## src/rtl/pc_unit_if.sv

```systemverilog
// Fetch-stage PC bus: redirect/stall/debug controls into the PC unit and
// PC, history and status back out to IF, IF/ID and the debug unit.
interface pc_unit_if #(
    parameter int MSB        = 32,
    parameter int HIST_DEPTH = 8
);
    localparam int IDXW = $clog2(HIST_DEPTH);

    logic            i_stall;
    logic            i_branch_taken;
    logic [MSB-1:0]  i_branch_target;
    logic            i_jump;
    logic [MSB-1:0]  i_jump_target;
    logic            i_halt_detect;
    logic            i_dbg_cont;
    logic            i_dbg_step;
    logic [IDXW-1:0] i_hist_idx;
    logic [MSB-1:0]  o_pc;
    logic [MSB-1:0]  o_pc_plus4;
    logic            o_halted;
    logic            o_step_done;
    logic [31:0]     o_upd_count;
    logic [MSB-1:0]  o_hist_pc;

    modport master (
        output i_stall, i_branch_taken, i_branch_target, i_jump, i_jump_target,
               i_halt_detect, i_dbg_cont, i_dbg_step, i_hist_idx,
        input  o_pc, o_pc_plus4, o_halted, o_step_done, o_upd_count, o_hist_pc
    );

    modport slave (
        input  i_stall, i_branch_taken, i_branch_target, i_jump, i_jump_target,
               i_halt_detect, i_dbg_cont, i_dbg_step, i_hist_idx,
        output o_pc, o_pc_plus4, o_halted, o_step_done, o_upd_count, o_hist_pc
    );
endinterface

```

## src/rtl/pc_unit.sv

```systemverilog
// Fetch-stage program counter with next-PC selection, debug run/step/halt FSM
// and update counter. Define PC_HISTORY_EN to add the circular PC history buffer.
module pc_unit #(
    parameter int             MSB         = 32,
    parameter logic [MSB-1:0] RESET_PC    = '0,
    parameter int             INSTR_BYTES = 4,
    parameter int             HIST_DEPTH  = 8
) (
    input  logic     i_clk,
    input  logic     i_rst,
    pc_unit_if.slave pc_bus
);
    localparam int             IDXW = $clog2(HIST_DEPTH);
    localparam logic [MSB-1:0] INC  = MSB'(INSTR_BYTES);

    typedef enum logic [1:0] {
        ST_WAIT,
        ST_RUN,
        ST_STEP,
        ST_HALT
    } state_t;

    state_t         state;
    state_t         state_next;
    logic [MSB-1:0] pc_q;
    logic [MSB-1:0] pc_next;
    logic [MSB-1:0] pc_plus;
    logic [31:0]    upd_count_q;
    logic           step_done_q;
    logic           active;
    logic           update;

    assign pc_plus = pc_q + INC;

    // A redirect overrides a stall so a pipeline flush is never dropped;
    // a decoded HALT blocks everything, including redirects.
    always_comb begin
        active = (state == ST_RUN || state == ST_STEP) && !pc_bus.i_halt_detect;
        update = active && (!pc_bus.i_stall || pc_bus.i_branch_taken || pc_bus.i_jump);
    end

    always_comb begin
        pc_next = pc_q;
        if (update) begin
            if (pc_bus.i_branch_taken)
                pc_next = pc_bus.i_branch_target;
            else if (pc_bus.i_jump)
                pc_next = pc_bus.i_jump_target;
            else
                pc_next = pc_plus;
        end
    end

    always_ff @(posedge i_clk) begin
        if (i_rst)
            state <= ST_WAIT;
        else
            state <= state_next;
    end

    always_comb begin
        state_next = state;
        case (state)
            ST_WAIT: begin
                if (pc_bus.i_dbg_cont)
                    state_next = ST_RUN;
                else if (pc_bus.i_dbg_step)
                    state_next = ST_STEP;
            end
            ST_RUN: begin
                if (pc_bus.i_halt_detect)
                    state_next = ST_HALT;
            end
            ST_STEP: begin
                if (pc_bus.i_halt_detect)
                    state_next = ST_HALT;
                else if (update)
                    state_next = ST_WAIT;
            end
            ST_HALT: state_next = ST_HALT;
            default: state_next = ST_WAIT;
        endcase
    end

    always_comb begin
        pc_bus.o_halted    = (state == ST_HALT);
        pc_bus.o_step_done = step_done_q;
    end

    always_ff @(posedge i_clk) begin
        if (i_rst) begin
            pc_q        <= RESET_PC;
            upd_count_q <= '0;
            step_done_q <= 1'b0;
        end else begin
            pc_q        <= pc_next;
            step_done_q <= (state == ST_STEP) && update;
            if (update)
                upd_count_q <= upd_count_q + 32'd1;
        end
    end

    assign pc_bus.o_pc        = pc_q;
    assign pc_bus.o_pc_plus4  = pc_plus;
    assign pc_bus.o_upd_count = upd_count_q;

`ifdef PC_HISTORY_EN
    logic [MSB-1:0]  hist_mem [HIST_DEPTH];
    logic [IDXW-1:0] head_q;
    logic [IDXW-1:0] rd_idx;

    // Head points at the next free slot, so the newest entry sits at head-1.
    always_ff @(posedge i_clk) begin
        if (i_rst) begin
            head_q <= '0;
            for (int i = 0; i < HIST_DEPTH; i++)
                hist_mem[i] <= '0;
        end else if (update) begin
            hist_mem[head_q] <= pc_q;
            head_q           <= head_q + IDXW'(1);
        end
    end

    always_comb begin
        rd_idx = head_q - IDXW'(1) - pc_bus.i_hist_idx;
    end

    assign pc_bus.o_hist_pc = hist_mem[rd_idx];
`else
    logic unused_hist_idx;
    assign unused_hist_idx  = ^pc_bus.i_hist_idx;
    assign pc_bus.o_hist_pc = '0;
`endif
endmodule

```

## src/flat_wrapper.sv

```systemverilog
// flat-port wrapper written by rule: the top's interface ports become plain ports
module pc_unit_flat 
#(
    parameter int             MSB         = 32,
    parameter logic [MSB-1:0] RESET_PC    = '0,
    parameter int             INSTR_BYTES = 4,
    parameter int             HIST_DEPTH  = 8
)
  (i_clk, i_rst, pc_bus_i_stall, pc_bus_i_branch_taken, pc_bus_i_branch_target, pc_bus_i_jump, pc_bus_i_jump_target, pc_bus_i_halt_detect, pc_bus_i_dbg_cont, pc_bus_i_dbg_step, pc_bus_i_hist_idx, pc_bus_o_pc, pc_bus_o_pc_plus4, pc_bus_o_halted, pc_bus_o_step_done, pc_bus_o_upd_count, pc_bus_o_hist_pc);
  pc_unit_if #(.MSB(MSB), .HIST_DEPTH(HIST_DEPTH)) pc_bus_i ();
  input  logic i_clk;
  input  logic i_rst;
  input wire logic [$bits(pc_bus_i.i_stall)-1:0] pc_bus_i_stall;
  input wire logic [$bits(pc_bus_i.i_branch_taken)-1:0] pc_bus_i_branch_taken;
  input wire logic [$bits(pc_bus_i.i_branch_target)-1:0] pc_bus_i_branch_target;
  input wire logic [$bits(pc_bus_i.i_jump)-1:0] pc_bus_i_jump;
  input wire logic [$bits(pc_bus_i.i_jump_target)-1:0] pc_bus_i_jump_target;
  input wire logic [$bits(pc_bus_i.i_halt_detect)-1:0] pc_bus_i_halt_detect;
  input wire logic [$bits(pc_bus_i.i_dbg_cont)-1:0] pc_bus_i_dbg_cont;
  input wire logic [$bits(pc_bus_i.i_dbg_step)-1:0] pc_bus_i_dbg_step;
  input wire logic [$bits(pc_bus_i.i_hist_idx)-1:0] pc_bus_i_hist_idx;
  output wire logic [$bits(pc_bus_i.o_pc)-1:0] pc_bus_o_pc;
  output wire logic [$bits(pc_bus_i.o_pc_plus4)-1:0] pc_bus_o_pc_plus4;
  output wire logic [$bits(pc_bus_i.o_halted)-1:0] pc_bus_o_halted;
  output wire logic [$bits(pc_bus_i.o_step_done)-1:0] pc_bus_o_step_done;
  output wire logic [$bits(pc_bus_i.o_upd_count)-1:0] pc_bus_o_upd_count;
  output wire logic [$bits(pc_bus_i.o_hist_pc)-1:0] pc_bus_o_hist_pc;
  assign pc_bus_i.i_stall = pc_bus_i_stall;
  assign pc_bus_i.i_branch_taken = pc_bus_i_branch_taken;
  assign pc_bus_i.i_branch_target = pc_bus_i_branch_target;
  assign pc_bus_i.i_jump = pc_bus_i_jump;
  assign pc_bus_i.i_jump_target = pc_bus_i_jump_target;
  assign pc_bus_i.i_halt_detect = pc_bus_i_halt_detect;
  assign pc_bus_i.i_dbg_cont = pc_bus_i_dbg_cont;
  assign pc_bus_i.i_dbg_step = pc_bus_i_dbg_step;
  assign pc_bus_i.i_hist_idx = pc_bus_i_hist_idx;
  assign pc_bus_o_pc = pc_bus_i.o_pc;
  assign pc_bus_o_pc_plus4 = pc_bus_i.o_pc_plus4;
  assign pc_bus_o_halted = pc_bus_i.o_halted;
  assign pc_bus_o_step_done = pc_bus_i.o_step_done;
  assign pc_bus_o_upd_count = pc_bus_i.o_upd_count;
  assign pc_bus_o_hist_pc = pc_bus_i.o_hist_pc;
  pc_unit #(.MSB(MSB), .RESET_PC(RESET_PC), .INSTR_BYTES(INSTR_BYTES), .HIST_DEPTH(HIST_DEPTH)) u_core (.i_clk(i_clk), .i_rst(i_rst), .pc_bus(pc_bus_i));
endmodule
```

## config.mk

```make
export PLATFORM = sky130hd
export DESIGN_NAME = pc_unit_flat
export DESIGN_NICKNAME = d
export VERILOG_FILES = /design/src/rtl/pc_unit_if.sv /design/src/rtl/pc_unit.sv /design/src/flat_wrapper.sv
export SDC_FILE = /design/constraint.sdc
export NUM_CORES = 1
export LEC_CHECK = 0
export BUFFER_PORTS_ARGS = -buffer_cell sky130_fd_sc_hd__buf_2
export CELL_PAD_IN_SITES_DETAIL_PLACEMENT = 0
export CELL_PAD_IN_SITES_GLOBAL_PLACEMENT = 1
export CORE_MARGIN = 10
export CORE_UTILIZATION = 30
export CTS_CLUSTER_SIZE = 10
export DETAILED_ROUTE_END_ITERATION = 12
export GPL_TIMING_DRIVEN = 1
export PLACE_DENSITY = 0.78
export REMOVE_ABC_BUFFERS = 1
export SLEW_MARGIN = 20
export SYNTH_ARGS = -nofsm -noshare
export SYNTH_HDL_FRONTEND = slang
export SYNTH_SLANG_ARGS = --single-unit
```

## constraint.sdc

```tcl
create_clock -name i_clk -period 2.3 [get_ports i_clk]
set_clock_uncertainty 0.1 [all_clocks]
set_input_delay 0.345 -clock i_clk [delete_from_list [all_inputs] [get_ports i_clk]]
set_output_delay 0.345 -clock i_clk [all_outputs]
set_load 0.01 [all_outputs]
```

==> results of run 1 <==
==> sequential cells by signal (all words and copies together) (netlist names) <==
name and count:
u_core.pc_bus.o_pc 32, u_core.pc_bus.o_step_done 1, u_core.pc_bus.o_upd_count 32, u_core.state 2
==> Yosys cell counts (7+ instances only) <==
library cell / instances
clkbuf_1: 24
xnor2_1: 36
ha_1: 7
inv_1: 24
buf_4: 35
buf_2: 8
nor2_1: 61
o21ai_0: 21
nand3_1: 27
a22oi_1: 7
and4_1: 9
a21oi_1: 38
nand2_1: 47
nor3_1: 14
o32ai_1: 10
nand4_1: 10
xor2_1: 19
nor4_1: 12
dfxtp_1: 67
==> kinds of logic (layout without fill, tap and decap cells) <==
family | after synthesis | after routing | synth area share
buffers and inverters | 95 | 295 | 0.1100
multiplexers | 8 | 8 | 0.01851
XOR/XNOR | 55 | 55 | 0.1064
other | 1 | 34 | 0.0008282
AND/OR/NAND/NOR | 220 | 220 | 0.2639
adder cells (fa/ha/maj) | 7 | 7 | 0.01934
AO/OA/AOI/OAI | 124 | 124 | 0.1849
flip-flops | 67 | 67 | 0.2962
==> worst paths after layout <==
kind | endpoint | slack, ns | cells past startpoint
setup / recovery | pc_bus_o_pc_plus4[29] | -0.04 | 6
hold / removal | u_core.pc_bus.o_pc[10] | 0.19 | 3
setup reg to reg | u_core.pc_bus.o_pc[30] | 0.12 | 9
hold reg to reg | u_core.pc_bus.o_upd_count[1] | 0.39 | 2
==> layout make-up <==
cell class	count	area share
Tap cell	184	0.03494
Antenna cell	2	0.0007596
Clock buffer	12	0.03741
Multi-Input combinational cell	446	0.4620
Sequential cell	67	0.2070
Inverter	25	0.01462
Clock inverter	4	0.007596
Timing Repair Buffer	254	0.2357
==> critical path, delay by kind of cell (launching register included) <==
| family | cells | cell delay, ns |
|---|---|---|
| DFF | 1 | 0.35 |
| and+or+nand+nor | 3 | 0.68 |
| buffers and inverters | 2 | 0.34 |
| xor gates and xnor gates | 1 | 0.19 |
==> per-layer routing <==
metal  track usage  up-vias
li1              -     2468
met1        0.2062     2345
met2        0.2655      167
met3       0.04909       15
met4       0.04397        0
met5             0        -
==> layout by cell type, fill, tap and decap left out, types with 5 or more instances in the layout <==
cell / instances
conb_1: 32
nor4_1: 6
nand4_1: 10
buf_6: 9
clkbuf_16: 9
o21ai_0: 21
nor2_1: 57
dfxtp_1: 51
nand2_1: 43
a21oi_1: 38
nor3_4: 6
ha_1: 5
nor3_1: 12
buf_4: 72
nand3_1: 25
mux2i_1: 5
a22oi_1: 7
inv_1: 22
and4_1: 7
o32ai_1: 10
nor4_2: 5
xor2_1: 18
buf_2: 170
xnor2_2: 5
xnor2_1: 31
dfxtp_2: 15
==> repair_timing <==
action                                  CTS  global route
pin swaps                                15            10
buffers inserted                         12            11
endpoints found under the setup margin   18            29
gates resized for setup                  39            33
gates cloned                              0             1
==> per-stage QoR <==
step / instances / setup slack, ns / cell area [um^2] / hold WS, ns
final: 994 / -0.03707 / 6589 / 0.1949
after global routing: 993 / -0.1650 / 6586 / 0.2212
after CTS: 980 / -0.04631 / 6330 / 0.1954
after detailed placement: 952 / 0.09761 / 5817 / 0.3890
after global placement: 952 / 0.1386 / 5817 / 0.3816
after floorplan: 538 / -1.071 / 4240 / 0.3141
==> power by group <==
| part | internal (mW) | switching, mW | total, mW |
|---|---|---|---|
| Combinational | 0.806 | 1.03 | 1.84 |
| Clock | 0.868 | 0.541 | 1.41 |
| Sequential | 1.33 | 0.154 | 1.48 |
| Total | 3.00 | 1.72 | 4.72 |
==> flow_summary.yaml, run 1 <==
run_status:
  outcome: "complete, but fails checks"
  violations: "negative setup slack"
power_and_ir_drop:
  leakage_nw: 3.088
  total_power_mw: 4.723
  p_per_area_mw_per_mm2: 716.8
  vdd.ir_drop.worst_mv: 0.4393
die:
  die_width_um: 142.9
  std_cell_rows: 44
  boundaryPins: 205
  start_util: 0.3092
  dieArea_mm2: 0.02041
  coreArea_mm2: 0.01464
  dieHeight_um: 142.9
drt:
  via_per_inst: 5.025
  first_pass_iters: 6
  drt-initial-drc-count: 205
  drc_errors: 0
  top_layer: "met4"
  drt_wl_total_mm: 17.62
  wl_met3_mm: 1.303
  via_count: 4995
  wire_per_inst_um: 17.72
  met1_length_mm: 7.953
  detail-route-antenna-nets: 0
  met2_length_mm: 8.133
run:
  cap_violations: 0
sta:
  setup_tns_ns: -0.09281
  finalSetupViolCount: 4
  maxSlewViolCount: 0
  layout_setup_ws_ns: -0.03707
  hold_viol: 0
  rsz0062_at_grt: "yes"
  fin_crit_ns: 2.337
  tightestPinTransition_ns: 0.5134
  finalCritPeriodShare: 1.016
  fmax_mhz: 427.9
  relSlewSlack: 0.6551
critical_path:
  startpoint_type: "flip-flop"
  crit_path_top_delay_cell: "dfxtp_2"
  rr_startpoint: "u_core.pc_bus.o_pc[7]"
  crit_fanout: 7
  worstSetupStartpoint: "u_core.pc_bus.o_pc[7]"
  slowest_delay_ns: 0.35
  end_kind: "output pin"
  crit_type: "reg -> out"
  worstPathArrival_ns: 1.89
  cp.required_ns: 1.86
  path_cells: "nand4_4 > buf_6 > nor4_4 > nand3_1 > xnor2_1 > buf_2"
final_layout:
  regArea_mm2: 0.001364
  nNetsFinal: 885
  fillers: 1495
  syn_to_final_growth_pct: 45.51
  drive_gt1_frac: 0.4196
  post-route-util: 0.4499
  multiInputGateArea_mm2: 0.003044
logic_synthesis:
  synth_cells: 577
  synth_top_cell_area_share: 0.2962
  synth_area_mm2: 0.004528
  yosys-top-cells-area: "dfxtp_1 30%, xnor2_1 7.0%, buf_4 5.8%, nor2_1 5.1%, a21oi_1 4.2%"
  synth_top_area_cell: "dfxtp_1"
  async_flop_share: 0
  syn_area_per_cell_um2: 7.848
  yosys_warnings: 0
  synth_ff_type: "dfxtp_1"
  synth_edf_count: 0
  synth.distinct_cells: 67
  ys_seq_elements: 67
  yosysSeqAreaShare: 0.2962
global_routing:
  antenna_found_initial: 2
  grt_overflow: 0
  grt_pass1_vias: 4977
  grt_max_degree: 51
  grt_usage: 0.1636
  grt_pass1_wl_mm: 26.88
placed_design:
  portBuffers: 169
  dp_hpwl_mm: 13.21
  place.gp.congestion: 0.8233
clock_tree:
  root_buffer: "clkbuf_16"
  clk_pin_slew_ns: 0.06
  clk_latency_ns: 0.33
  cts.path.max_buffers: 2
  htree_levels: 3
  numCtsBuffers: 9
  cts_tree: "built"
  cts_sinks: 67
  hold_buffers: 0
worst_hold_path:
  worstHoldStart: "pc_bus_i_branch_target[10]"
  hp-class: "in -> reg"
Power figures use the tool's default switching activity.
==> run 2: changes to the inputs <==
CORE_ASPECT_RATIO = 2   (was unset)
CORE_MARGIN = unset   (was 10)
REMOVE_ABC_BUFFERS = unset   (was 1)
==> run 2 against run 1 <==
  * The run still ends with negative setup slack left
  * Clock-buffer cell count is 2 lower
  * Worst setup slack worse by 0.13 ns
  * Die area is 23% lower
  * Register-to-register slack worse by 0.05 ns
  * Power is 4.2% higher
  * Maximum frequency is 5.1% lower
  * Critical path type unchanged
  * Largest cell class unchanged
==> flow_summary.yaml, run 2 (synthesis results as in run 1) <==
run:
  cap_violations: 0
critical_path:
  cp.required_ns: 1.86
  rrSetupSlack_ns: 0.07
  crit_fanout: 5
  worstSetupStartpoint: "u_core.pc_bus.o_pc[15]"
  end_kind: "output pin"
  crit_type: "reg -> out"
  startpoint_type: "flip-flop"
  r2r_end: "u_core.pc_bus.o_pc[30]"
  endpoint: "pc_bus_o_pc_plus4[27]"
  worstPathArrival_ns: 2.02
  reg2regPathDepth: 8
  rr_startpoint: "u_core.pc_bus.o_pc[15]"
clock_tree:
  clk_pin_slew_ns: 0.06
  numCtsBuffers: 9
  hold_buffers: 0
  cts_sinks: 67
  cts.path.max_buffers: 2
  root_buffer: "clkbuf_16"
  cts_tree: "built"
  clk_latency_ns: 0.33
  htree_levels: 3
run_status:
  outcome: "complete, but fails checks"
  violations: "negative setup slack"
global_routing:
  antenna_found_initial: 0
  grt_overflow: 0
  grt_max_degree: 37
  grt_pass1_vias: 4702
  grt_pass1_wl_mm: 24.56
  grt_usage: 0.2092
power_and_ir_drop:
  vdd.ir_drop.worst_mv: 0.3868
  p_per_area_mw_per_mm2: 737.6
  leakage_nw: 3.116
  total_power_mw: 4.921
die:
  dieArea_mm2: 0.01562
  std_cell_rows: 63
  die_width_um: 88.87
  boundaryPins: 205
  dieHeight_um: 175.7
  coreArea_mm2: 0.01482
  start_util: 0.3056
sta:
  rsz0062_at_grt: "yes"
  relSlewSlack: 0.5626
  fin_hold_ws_ns: 0.2081
  fmax_mhz: 405.9
  maxSlewViolCount: 0
  tightestPinTransition_ns: 0.6502
  finalCritPeriodShare: 1.071
  finalSetupViolCount: 10
  fin_crit_ns: 2.464
  hold_viol: 0
  layout_setup_ws_ns: -0.1639
final_layout:
  design_area_mm2: 0.006671
  nNetsFinal: 890
  fillers: 1590
  final_common_cell: "buf_2"
  stdcell_count: 1008
  syn_to_final_growth_pct: 47.33
  layout_common_cells: "169 x buf_2, 77 x buf_4, 58 x nor2_1, 49 x dfxtp_1, 44 x nand2_1"
  n_antenna_cell: 0
  drive_gt1_frac: 0.4268
placed_design:
  place_area_mm2: 0.005849
  dp_hpwl_mm: 12.70
  dp_cells: 967
  place.gp.congestion: 0.8014
  portBuffers: 169
  pre_cts_slack_ns: 0.01256
drt:
  via_count: 5060
  first_pass_iters: 5
  drc_errors: 0
  wire_per_inst_um: 16.49
  drt-initial-drc-count: 198
  drt_wl_total_mm: 16.62
  detail-route-antenna-nets: 0
  via_per_inst: 5.020
worst_hold_path:
  hp-class: "in -> reg"
[run 2: changes by cell type in the layout (fill, tap and decap cells not counted), sizes merged]
cell / previous run / this run
clkbuf: 12 / 10
bufinv: 1 / 2
clkinv: 2 / 3
diode: 2 / 0
buf: 254 / 259
[run 2: worst min path at each step]
| stage | start | endpoint | slack [ns] | depth (start not counted) |
|---|---|---|---|---|
| 2_1_floorplan | u_core.state[1] | u_core.state[1] | 0.37 | 2 |
| 3_3_place_gp | u_core.pc_bus.o_upd_count[1] | u_core.pc_bus.o_upd_count[1] | 0.39 | 2 |
| 3_5_place_dp | u_core.pc_bus.o_upd_count[1] | u_core.pc_bus.o_upd_count[1] | 0.40 | 2 |
| 4_1_cts | pc_bus_i_branch_target[18] | u_core.pc_bus.o_pc[18] | 0.19 | 3 |
| 5_1_grt | pc_bus_i_branch_target[18] | u_core.pc_bus.o_pc[18] | 0.20 | 3 |
| 6_report | pc_bus_i_branch_target[18] | u_core.pc_bus.o_pc[18] | 0.21 | 3 |
[run 2: per-layer routing]
layer | up-vias | share of wire | global-route usage | routed length (um)
met5 | - | 0 | 0 | 0
met4 | 0 | 0.032 | 0.09073 | 538
met3 | 32 | 0.043 | 0.02820 | 721
met2 | 173 | 0.57 | 0.4071 | 9402
met1 | 2384 | 0.36 | 0.2102 | 5959
li1 | 2471 | - | - | -
[run 2: report_power, final]
part / total, mW / switching [mW] / internal [mW]
sequential: 1.48 / 0.145 / 1.33
clock: 1.51 / 0.529 / 0.978
combinational: 1.93 / 1.06 / 0.876
total: 4.92 / 1.73 / 3.19
[run 2: what timing repair did]
action	4_1_cts	5_1_grt
buffers inserted	12	13
gates cloned	0	1
pin swaps	14	20
endpoints found under the setup margin	21	33
resized for setup	42	36
[run 2: cell type report]
class                           instances  area (um^2)  share of cell area
Clock buffer                           10        239.0             0.03582
Clock inverter                          6        88.84             0.01332
Inverter                               25        96.34             0.01444
Multi-Input combinational cell        446         3044              0.4563
Sequential cell                        67         1371              0.2056
Tap cell                              195        244.0             0.03657
Timing Repair Buffer                  259         1588              0.2380
[run 2: critical path: stages, from the launching register on]
cell and delay [ns]:
dfxtp_2 0.33, nand4_1 0.16, or3_4 0.47, nor4_4 0.35, xor2_1 0.22, buf_2 0.16
[run 2: stage by stage]
stage	TNS [ns]	util
3_3_place_gp	0	0.3947
2_1_floorplan	0	-
5_1_grt	-1.985	0.4502
3_5_place_dp	0	0.3947
4_1_cts	-0.4117	0.4329
6_report	-0.6561	0.4502
==> run 3: changes to the inputs <==
--- a/config.mk
+++ b/config.mk
@@ -14,4 +14,5 @@
 export DETAILED_ROUTE_END_ITERATION = 12
 export GPL_TIMING_DRIVEN = 1
+export MAX_ROUTING_LAYER = met4
 export PLACE_DENSITY = 0.78
 export SLEW_MARGIN = 20
--- a/constraint.sdc
+++ b/constraint.sdc
@@ -3,3 +3,3 @@
 set_input_delay 0.345 -clock i_clk [delete_from_list [all_inputs] [get_ports i_clk]]
 set_output_delay 0.345 -clock i_clk [all_outputs]
-set_load 0.01 [all_outputs]
+set_load 0.1 [all_outputs]
==> run 3 against run 2 <==
  * Maximum frequency is 1.4% lower
  * Largest cell class unchanged
  * Critical path depth grew 2
  * Clock power is 3% lower
  * Flip-flop and latch count is the same
  * The flow still finishes with violations (negative setup slack)
  * Highest routed layer unchanged
  * Sequential share of layout area is 1.9 points lower
  * Utilization up 8.2 points
  * Clock-buffer cell count is 2 higher
  * Routed wire length up 8.7%
==> flow_summary.yaml, run 3 (synthesis results as in run 1) <==
run_status:
  outcome: "complete, but fails checks"
  violations: "negative setup slack"
power_and_ir_drop:
  p_seq_frac: 0.207
  leakage_nw: 3.498
  swShare: 0.5231
  p_sw_mw: 3.885
  p_clk_frac: 0.197
  vdd.ir_drop.worst_mv: 0.4592
  p_int_mw: 3.542
  p_comb_frac: 0.596
  p_per_area_mw_per_mm2: 941.4
  total_power_mw: 7.426
drt:
  via_per_inst: 5.204
  wire_per_inst_um: 17.62
  drc_errors: 0
  first_pass_iters: 4
  detail-route-antenna-nets: 0
  drt-initial-drc-count: 261
  drt_wl_total_mm: 18.06
  via_count: 5334
sta:
  fin_crit_ns: 2.500
  setup_tns_ns: -2.334
  fin_hold_ws_ns: 0.1949
  hold_viol: 0
  tightestPinTransition_ns: 0.4991
  rsz0062_at_grt: "yes"
  maxSlewViolCount: 0
  finalCritPeriodShare: 1.087
  layout_setup_ws_ns: -0.2000
  fmax_mhz: 400.0
  relSlewSlack: 0.6587
  finalSetupViolCount: 22
global_routing:
  grt_max_degree: 57
  grt_pass1_vias: 5348
  grt_usage: 0.2383
  antenna_found_initial: 1
  grt_overflow: 0
  grt_pass1_wl_mm: 27.11
die:
  dieHeight_um: 175.7
  dieArea_mm2: 0.01562
  start_util: 0.3056
  boundaryPins: 205
  coreArea_mm2: 0.01482
  die_width_um: 88.87
  std_cell_rows: 63
final_layout:
  drive_gt1_frac: 0.5151
  syn_to_final_growth_pct: 74.22
  layout_common_cells: "143 x buf_2, 86 x buf_4, 56 x nor2_1, 42 x nand2_1, 37 x a21oi_1"
  nNetsFinal: 906
  design_area_mm2: 0.007889
  regArea_mm2: 0.001470
  multiInputGateArea_mm2: 0.003605
  final_common_cell: "buf_2"
  fillers: 1421
clock_tree:
  clk_latency_ns: 0.34
  numCtsBuffers: 9
  cts_tree: "built"
  cts.path.max_buffers: 2
  cts_sinks: 67
  clk_pin_slew_ns: 0.06
  htree_levels: 3
  hold_buffers: 0
  root_buffer: "clkbuf_16"
worst_hold_path:
  hp-class: "in -> reg"
critical_path:
  startpoint_type: "flip-flop"
  crit_fanout: 4
  cp.required_ns: 1.86
  worstPathArrival_ns: 2.06
  crit_type: "reg -> out"
  end_kind: "output pin"
placed_design:
  place_area_mm2: 0.006970
  portBuffers: 169
  dp_hpwl_mm: 13.62
  place.gp.congestion: 0.8930
run:
  cap_violations: 0
run 3: per-layer routing:
layer / wire [um] / up-vias / track usage / part of all wire
li1: - / 2492 / - / -
met1: 6032 / 2588 / 0.2196 / 0.33
met2: 10490 / 202 / 0.4474 / 0.58
met3: 761 / 52 / 0.02820 / 0.042
met4: 775 / 0 / 0.1431 / 0.043
met5: 0 / - / - / 0
run 3: worst max-delay path, cell delays in order, from the launching register on:
cell and delay [ns]:
dfxtp_4 0.34, nand4_1 0.16, buf_4 0.19, nor3_4 0.18
buf_6 0.17, nand4_1 0.24, xnor2_4 0.24, buf_12 0.19
run 3: stage by stage:
stage	setup slack, ns	utilization	std cells
finish	-0.2000	0.5323	1025
global route	-0.2667	0.5323	1025
CTS	-0.2218	0.5165	1007
detailed placement	-0.03529	0.4704	963
global placement	0.01110	0.4704	963
floorplan	-0.3937	-	608
run 3: worst paths after layout:
| check | startpoint | end | slack [ns] | cells past startpoint |
|---|---|---|---|---|
| hold reg to reg | u_core.pc_bus.o_upd_count[1] | u_core.pc_bus.o_upd_count[1] | 0.39 | 2 |
| hold / removal | pc_bus_i_branch_target[8] | u_core.pc_bus.o_pc[8] | 0.19 | 3 |
| setup / recovery | u_core.pc_bus.o_pc[17] | pc_bus_o_pc_plus4[20] | -0.20 | 7 |
| setup reg to reg | u_core.state[0] | u_core.pc_bus.o_upd_count[17] | 0.08 | 9 |
run 3: timing repair:
item | 4_1_cts | 5_1_grt
pin swaps | 26 | 30
resized for setup | 27 | 22
setup buffers | 28 | 17
endpoints found under the setup margin | 26 | 27
run 3: area by class of cell:
| cell class | count | share of cell area |
|---|---|---|
| antenna | 1 | 0.0003172 |
| clock buffer | 12 | 0.03664 |
| clock inverter | 4 | 0.003331 |
| inverter | 25 | 0.01301 |
| multi-input combinational | 446 | 0.4569 |
| sequential | 67 | 0.1864 |
| tap | 195 | 0.03093 |
| timing repair buffer | 275 | 0.2725 |
run 3: power by group through the flow:
| stage | clock network [mW] | registers, mW | logic [mW] |
|---|---|---|---|
| 6_report | 1.46 | 1.54 | 4.43 |
| 5_1_grt | 1.52 | 1.56 | 4.62 |
| 4_1_cts | 1.48 | 1.54 | 4.38 |
| 3_5_place_dp | 0 | 1.62 | 4.23 |
| 3_3_place_gp | 0 | 1.60 | 4.18 |
| 2_1_floorplan | 0 | 2.55 | 2.19 |
